### src/rtl/alu_word_sequencer.sv
// Multi-word sequencer: splits one WORDS*SIZE-bit operation into SIZE-bit ALU
// passes, LSB word first, chaining the carry and assembling the wide result.
module alu_word_sequencer #(
    parameter int SIZE  = 8,
    parameter int WORDS = 2
) (
    input  logic                  clk,
    input  logic                  rst_n,
    input  logic                  start_valid,
    output logic                  start_ready,
    input  logic [2:0]            op,
    input  logic                  carry_in,
    input  logic [SIZE*WORDS-1:0] operand_a,
    input  logic [SIZE*WORDS-1:0] operand_b,
    output logic                  result_valid,
    input  logic                  result_ready,
    output logic [SIZE*WORDS-1:0] result,
    output logic                  carry_out,
    output logic                  busy,
    output logic                  alu_ce,
    output logic [2:0]            alu_op,
    output logic [SIZE-1:0]       alu_left,
    output logic [SIZE-1:0]       alu_right,
    output logic                  alu_carry_in,
    input  logic [SIZE-1:0]       alu_op_out,
    input  logic                  alu_carry_out
);

    localparam int W     = SIZE * WORDS;
    localparam int IDX_W = (WORDS > 1) ? $clog2(WORDS) : 1;
    localparam logic [IDX_W-1:0] LAST_IDX = IDX_W'(WORDS - 1);

    // Shared OP_CODES encoding: ADD=0 SUB=1 AND=2 OR=3 XOR=4 NOT=5 LD=6 ST=7.
    localparam logic [2:0] OP_ADD = 3'd0;
    localparam logic [2:0] OP_SUB = 3'd1;

    typedef enum logic [1:0] {IDLE, RUN, DONE} state_t;

    state_t           state, state_next;
    logic [2:0]       op_reg;
    logic [W-1:0]     a_reg, b_reg;
    logic [IDX_W-1:0] idx;
    logic             chain_carry;
    logic             arith;
    logic [SIZE-1:0]  b_word;

    assign arith  = (op_reg == OP_ADD) || (op_reg == OP_SUB);
    assign b_word = b_reg[idx*SIZE +: SIZE];

    // NOTE: every output of this block gets a default first, so no path can infer a latch.
    always_comb begin
        state_next   = state;
        start_ready  = 1'b0;
        result_valid = 1'b0;
        busy         = 1'b0;
        alu_ce       = 1'b0;
        alu_op       = '0;
        alu_left     = '0;
        alu_right    = '0;
        alu_carry_in = 1'b0;
        case (state)
            IDLE: begin
                start_ready = 1'b1;
                if (start_valid) state_next = RUN;
            end
            RUN: begin
                busy         = 1'b1;
                alu_ce       = 1'b1;
                alu_op       = arith ? OP_ADD : op_reg;
                alu_left     = a_reg[idx*SIZE +: SIZE];
                // Subtraction is a + ~b + 1 through the ALU add path.
                alu_right    = (op_reg == OP_SUB) ? ~b_word : b_word;
                alu_carry_in = arith & chain_carry;
                if (idx == LAST_IDX) state_next = DONE;
            end
            DONE: begin
                busy         = 1'b1;
                result_valid = 1'b1;
                if (result_ready) state_next = IDLE;
            end
            default: state_next = IDLE;
        endcase
    end

    // NOTE: sequential state uses non-blocking assignments so all registers update together.
    always_ff @(posedge clk) begin
        if (!rst_n) state <= IDLE;
        else        state <= state_next;
    end

    always_ff @(posedge clk) begin
        if (!rst_n) begin
            op_reg      <= '0;
            a_reg       <= '0;
            b_reg       <= '0;
            idx         <= '0;
            chain_carry <= 1'b0;
            result      <= '0;
            carry_out   <= 1'b0;
        end else begin
            case (state)
                IDLE: begin
                    if (start_valid) begin
                        op_reg      <= op;
                        a_reg       <= operand_a;
                        b_reg       <= operand_b;
                        idx         <= '0;
                        result      <= '0;
                        carry_out   <= 1'b0;
                        chain_carry <= (op == OP_ADD) ? carry_in : (op == OP_SUB);
                    end
                end
                RUN: begin
                    result[idx*SIZE +: SIZE] <= alu_op_out;
                    chain_carry              <= alu_carry_out;
                    if (idx == LAST_IDX) begin
                        carry_out <= arith & alu_carry_out;
                        idx       <= '0;
                    end else begin
                        idx <= idx + IDX_W'(1);
                    end
                end
                default: ;
            endcase
        end
    end

endmodule

### config.mk
export PLATFORM = sky130hd
export DESIGN_NAME = alu_word_sequencer
export DESIGN_NICKNAME = d
export VERILOG_FILES = /design/src/rtl/alu_word_sequencer.sv
export SDC_FILE = /design/constraint.sdc
export NUM_CORES = 1
export LEC_CHECK = 0
export ABC_AREA = 1
export CAP_MARGIN = 20
export CORE_UTILIZATION = 42
export DETAILED_ROUTE_END_ITERATION = 10
export GPL_ROUTABILITY_DRIVEN = 0
export PLACE_DENSITY_LB_ADDON = 0.08
export SETUP_SLACK_MARGIN = 0.02
export SKIP_LAST_GASP = 1
export SLEW_MARGIN = 10
export SYNTH_ARGS = -nofsm -noshare
export SYNTH_HDL_FRONTEND = slang
export SYNTH_SLANG_ARGS = --single-unit
### constraint.sdc
create_clock -name clk -period 1.3 [get_ports clk]
set_input_delay 0.13 -clock clk [delete_from_list [all_inputs] [get_ports clk]]
set_output_delay 0.13 -clock clk [all_outputs]
set_load 0.05 [all_outputs]
Word level (Yosys, flattened, before mapping)
Index checks and enable logic that the tools add are counted.
{"block": "word_totals", "reg_bits": 56, "latch_bits": 0, "ramBits": 0, "romBits": 0, "in_bits": 49, "output_inout_bits": 41, "word_cells": 59, "memories": 0}
{"block": "classes", "add_sub_neg": 2, "multipliers": 0, "div": 0, "n_lt_le_gt_ge": 0, "eq_ne": 7, "shift": 4, "muxes": 25, "n_bitwise": 3, "n_reduce_logical": 10}
{"op": "4-bit negation with 34-bit output", "count": 1}
{"op": "8-bit by 34-bit variable shift with 16-bit output (first input constant)", "count": 1}
{"op": "8-bit by 34-bit variable part select with 16-bit output", "count": 1}
{"op": "16-bit one-hot mux with 2 select lines", "count": 1}
{"op": "16-bit by 5-bit variable part select with 8-bit output", "count": 2}
{"op": "8-bit two-way mux", "count": 3}
{"op": "16-bit bitwise mux", "count": 1}
{"op": "16-bit two-way mux", "count": 1}
{"op": "1-bit two-way mux", "count": 10}
{"op": "8-bit NOT", "count": 1}
{"op": "3-bit by 1-bit == test with 1-bit output (second input constant)", "count": 2}
{"op": "3-bit zero test", "count": 2}
{"op": "2-bit two-way mux", "count": 3}
{"op": "3-bit two-way mux", "count": 2}
{"op": "2-bit inequality test (second input constant)", "count": 3}
{"op": "1-bit one-hot mux with 2 select lines", "count": 3}
{"op": "2-bit one-hot mux with 3 select lines", "count": 1}
{"op": "3-bit AND reduction", "count": 2}
{"op": "2-bit AND reduction", "count": 2}
{"op": "1-bit bitwise AND", "count": 2}
{"op": "2-bit by 1-bit == test with 1-bit output (second input constant)", "count": 1}
{"op": "2-bit == test (second input constant)", "count": 1}
{"op": "2-bit zero test", "count": 1}
{"op": "2-bit nonzero test", "count": 1}
{"op": "3 further kinds", "count": 3}

Logic depth before layout (Yosys ltp)
{"block": "depth", "depth_word": 5, "mapped_depth": 9, "ltp_nobuf": 8}

Least setup slack after synthesis
OpenSTA, ideal clock, no wires.
{"block": "synth_path", "path_kind": "flip-flop to output port", "startpoint": "register state[1]", "endpoint": "output alu_right[0]", "arrival_ns": 2.047, "t_required_ns": 1.170, "path_slack_ns": -0.877, "path_stages_with_launch": 7, "n_path_buf": 2, "cell_sequence": "dfxtp_1 -> inv_1 -> ha_1 -> buf_4 -> buf_2 -> nand2_1 -> nor2_1"}
{"block": "synth_via", "elab_chain_len": 2}
{"item": "start: declaration", "line": "39", "text": "state_t state, state_next;"}
{"item": "start signal: assignment", "line": "88", "text": "else state <= state_next;"}
{"item": "2-bit by 1-bit == test with 1-bit output", "line": "61", "text": "case (state)"}
{"item": "8-bit two-way mux", "line": "61"}
{"item": "end: declaration", "line": "23", "text": "output logic [SIZE-1:0] alu_right,"}
No other way between the ends.

Worst setup path after layout
{"block": "layout_path", "startpoint": "register state[1]", "endpoint": "register result[10]"}
{"block": "layout_via", "elab_chain_len": 3, "word_cells_on_any_way": 6, "classes_between": "2 x eq/ne; 1 x mux; 3 x reduce/logical"}
{"item": "2-bit by 1-bit == test with 1-bit output or 2-bit zero test (tied branches)", "line": "101", "text": "case (state)"}
{"item": "2-bit nonzero test (no line) or 2-bit inequality test (tied branches)"}
{"item": "2-bit AND reduction (no line)"}
{"item": "end signal: indexed assignment", "line": "114", "text": "result[idx*SIZE +: SIZE] <= alu_op_out;"}
{"item": "end: declaration", "line": "17", "text": "output logic [SIZE*WORDS-1:0] result,"}
Several ways; a longest one is shown, not always the timed one.
A chain may end at the register's enable or synchronous reset.

==> results.yml <==
synthesis:
  syn_inst: 408
  synth_top_area_cell: "dfxtp_1"
  synth_top_area_share_pct: 40.56
  synth_area_leaders: "dfxtp_1 41%, nor2_1 12%, nand2_1 11%"
  ys_ff_latch: 56
  ys_seq_area_share_pct: 40.56
  synth_warnings: 0
  syn-cell-area_sq_um: 2764
  syn_avg_cell_area_sq_um: 6.774
  ys_types: 22
  synth-async-reset-ratio_pct: 0
  synth_edf_count: 0
  synthFlopType: "dfxtp_1"
  syn-num-nets: 462
timing:
  rsz0062_at_grt: "yes"
  tightest_slew_ps: 308.9
  maxSlewViolCount: 0
  finalSetupViolations: 79
  max_freq_ghz: 0.6112
  holdWs_ps: 292.8
  setup_ws_ps: -336.1
  post-route-min-period_ps: 1636
  setup_tns_ps: -15310
  fin_worst_skew_ps: 8.032
  maxSlewHeadroom_pct: 79.41
  hold_viol: 0
  finalCritPeriodShare_pct: 125.9
cts:
  htreeDepth: 2
  numCtsBuffers: 5
  path_clk_slew_ps: 110
  hold_buffers: 0
  insertion_delay_ps: 330
  cts_tree: "done"
  cts_root_buffer: "clkbuf_8"
  cts_buffer_depth: 2
  clock-sinks: 56
place:
  dp_hpwl_mm: 5.334
  place_area_sq_um: 4454
  place_inst: 572
  preCtsSetupSlack_ps: -88.59
  numPortBuffers: 89
worst_setup_path:
  cp.required_ps: 1530
  r2r_start: "state[1]"
  cpMaxStageDelayCell: "dfxtp_2"
  max_stage_delay_ps: 350
  critPathMaxFanout: 15
  critPathCaptureType: "register"
  path_common_cell: "nand2_1"
  cp-start-kind: "register"
  path_class: "register to register"
  rr_worst_depth: 9
  critPathArrivalTime_ps: 1860
  r2r_end: "result[10]"
  reg2reg_slack_ps: -340
  worstPathCellList: "inv_4 > ha_4 > buf_4 > nand2_1 > nand2_2 > bufbuf_16 > nand3_1 > nand2_1 > nor2_1"
final_layout:
  fill_cells: 282
  finalNonFillerCells: 605
  diodes: 0
  final_layout_size_suffix_gt1_share_pct: 48.67
  nets: 581
  final_common_cell: "nor2_1"
  final_util_pct: 88.35
  syn_to_final_growth_pct: 103.0
  mostFrequentLayoutCells: "53 x nor2_1, 50 x dfxtp_1, 50 x buf_12"
  final_cell_area_sq_um: 5610
route:
  drt_iter0_drc: 265
  postRouteAntennaNets: 0
  firstDrtPassIters: 5
  routed_via_density: 5.562
  wire_per_inst_um: 18.71
  wl_mm: 11.32
  routed-via-count: 3365
  drcViolationCount: 0
global_route:
  antenna_found_initial: 0
  grt_max_degree: 58
  grt_usage_pct: 24.63
  grt_remaining_overflow: 0
  grt_pass1_wl_mm: 13.84
  grt_pass1_vias: 2908
status:
  violations: "setup timing"
  run_status: "finished, violations left"
floorplan:
  initial_core_util_pct: 43.53
  rows: 29
  die_area_sq_um: 6909
  ios: 90
  dieHeight_um: 83.12
  die_w_um: 83.12
  core_area_sq_um: 6350
min_path:
  worstHoldPathCells: 4
  worstHoldEndpoint: "a_reg[4]"
  hp-start: "rst_n"
  hold_class: "primary input to register"
power_and_ir_drop:
  p_per_area_nw_per_um2: 2608
  power_mw: 14.63
  p_leak_nw: 2.378
  ir_drop_mv: 2.395
job:
  maxCapViolCount: 0
-- power by group --
group          leakage [nW]  internal, mW  switching, mW
Clock                0.0583         0.582          0.637
Combinational          1.85          4.70           5.73
Sequential            0.465          2.32          0.658
-- metal layers --
metal,wire [um],track usage [%]
met3,636,4.672
met5,0,0
met2,6102,43.52
met1,4254,30.64
met4,324,6.426
-- synth_stat cells (5+ instances only) --
library cell / number
nor2_1: 92
nand2_1: 83
dfxtp_1: 56
nand3_1: 40
o21ai_0: 36
inv_1: 26
a21oi_1: 21
buf_6: 8
o21ai_1: 8
buf_4: 7
buf_2: 6
clkbuf_1: 5
ha_1: 5
-- how the worst max path moves through the flow --
stage                start      endpoint  slack, ps  cells after the start
3_5_place_dp   start_valid      a_reg[0]        -90                      5
6_report          state[1]    result[10]       -340                      9
5_1_grt                idx  alu_right[3]       -380                      7
4_1_cts          op_reg[2]  alu_right[4]       -260                      6
2_1_floorplan     state[1]  alu_right[0]       -120                      6
3_3_place_gp      state[1]   alu_left[2]        -10                      6
-- cells by family after synthesis --
logic type / Yosys count / synth area share (%)
AND/OR/NAND/NOR: 226 / 34.18
AO/OA/AOI/OAI: 65 / 11.77
buffers and inverters: 56 / 11.23
flip-flops: 56 / 40.56
adder cells (fa/ha/maj): 5 / 2.263
-- worst max-delay path: cells and delay by family (launching register included) --
kind	cells	cell delay, ps
adder cells (fa/ha/maj)	1	190
AND/OR/NAND/NOR	5	430
buffers and inverters	3	570
flip-flops	1	350
-- layout make-up --
class | count | area [sq um] | share of cell area, %
well taps | 77 | 96.34 | 1.717
repair buffers | 137 | 1899 | 33.85
flip-flops and latches | 56 | 1134 | 20.21
clock inverters | 3 | 47.55 | 0.8475
clock buffers | 5 | 68.82 | 1.227
repair inverters | 1 | 8.758 | 0.1561
inverters | 29 | 153.9 | 2.743
multi-input cells | 297 | 2202 | 39.25
-- timing repair --
action | CTS | global route
setup endpoints to repair | 75 | 78
gates resized for setup | 71 | 149
pin swaps | 14 | 35
endpoints found under the hold margin | 0 | 0
cloned | 1 | 5
setup buffers | 6 | 13
Power figures use the tool's default switching activity.
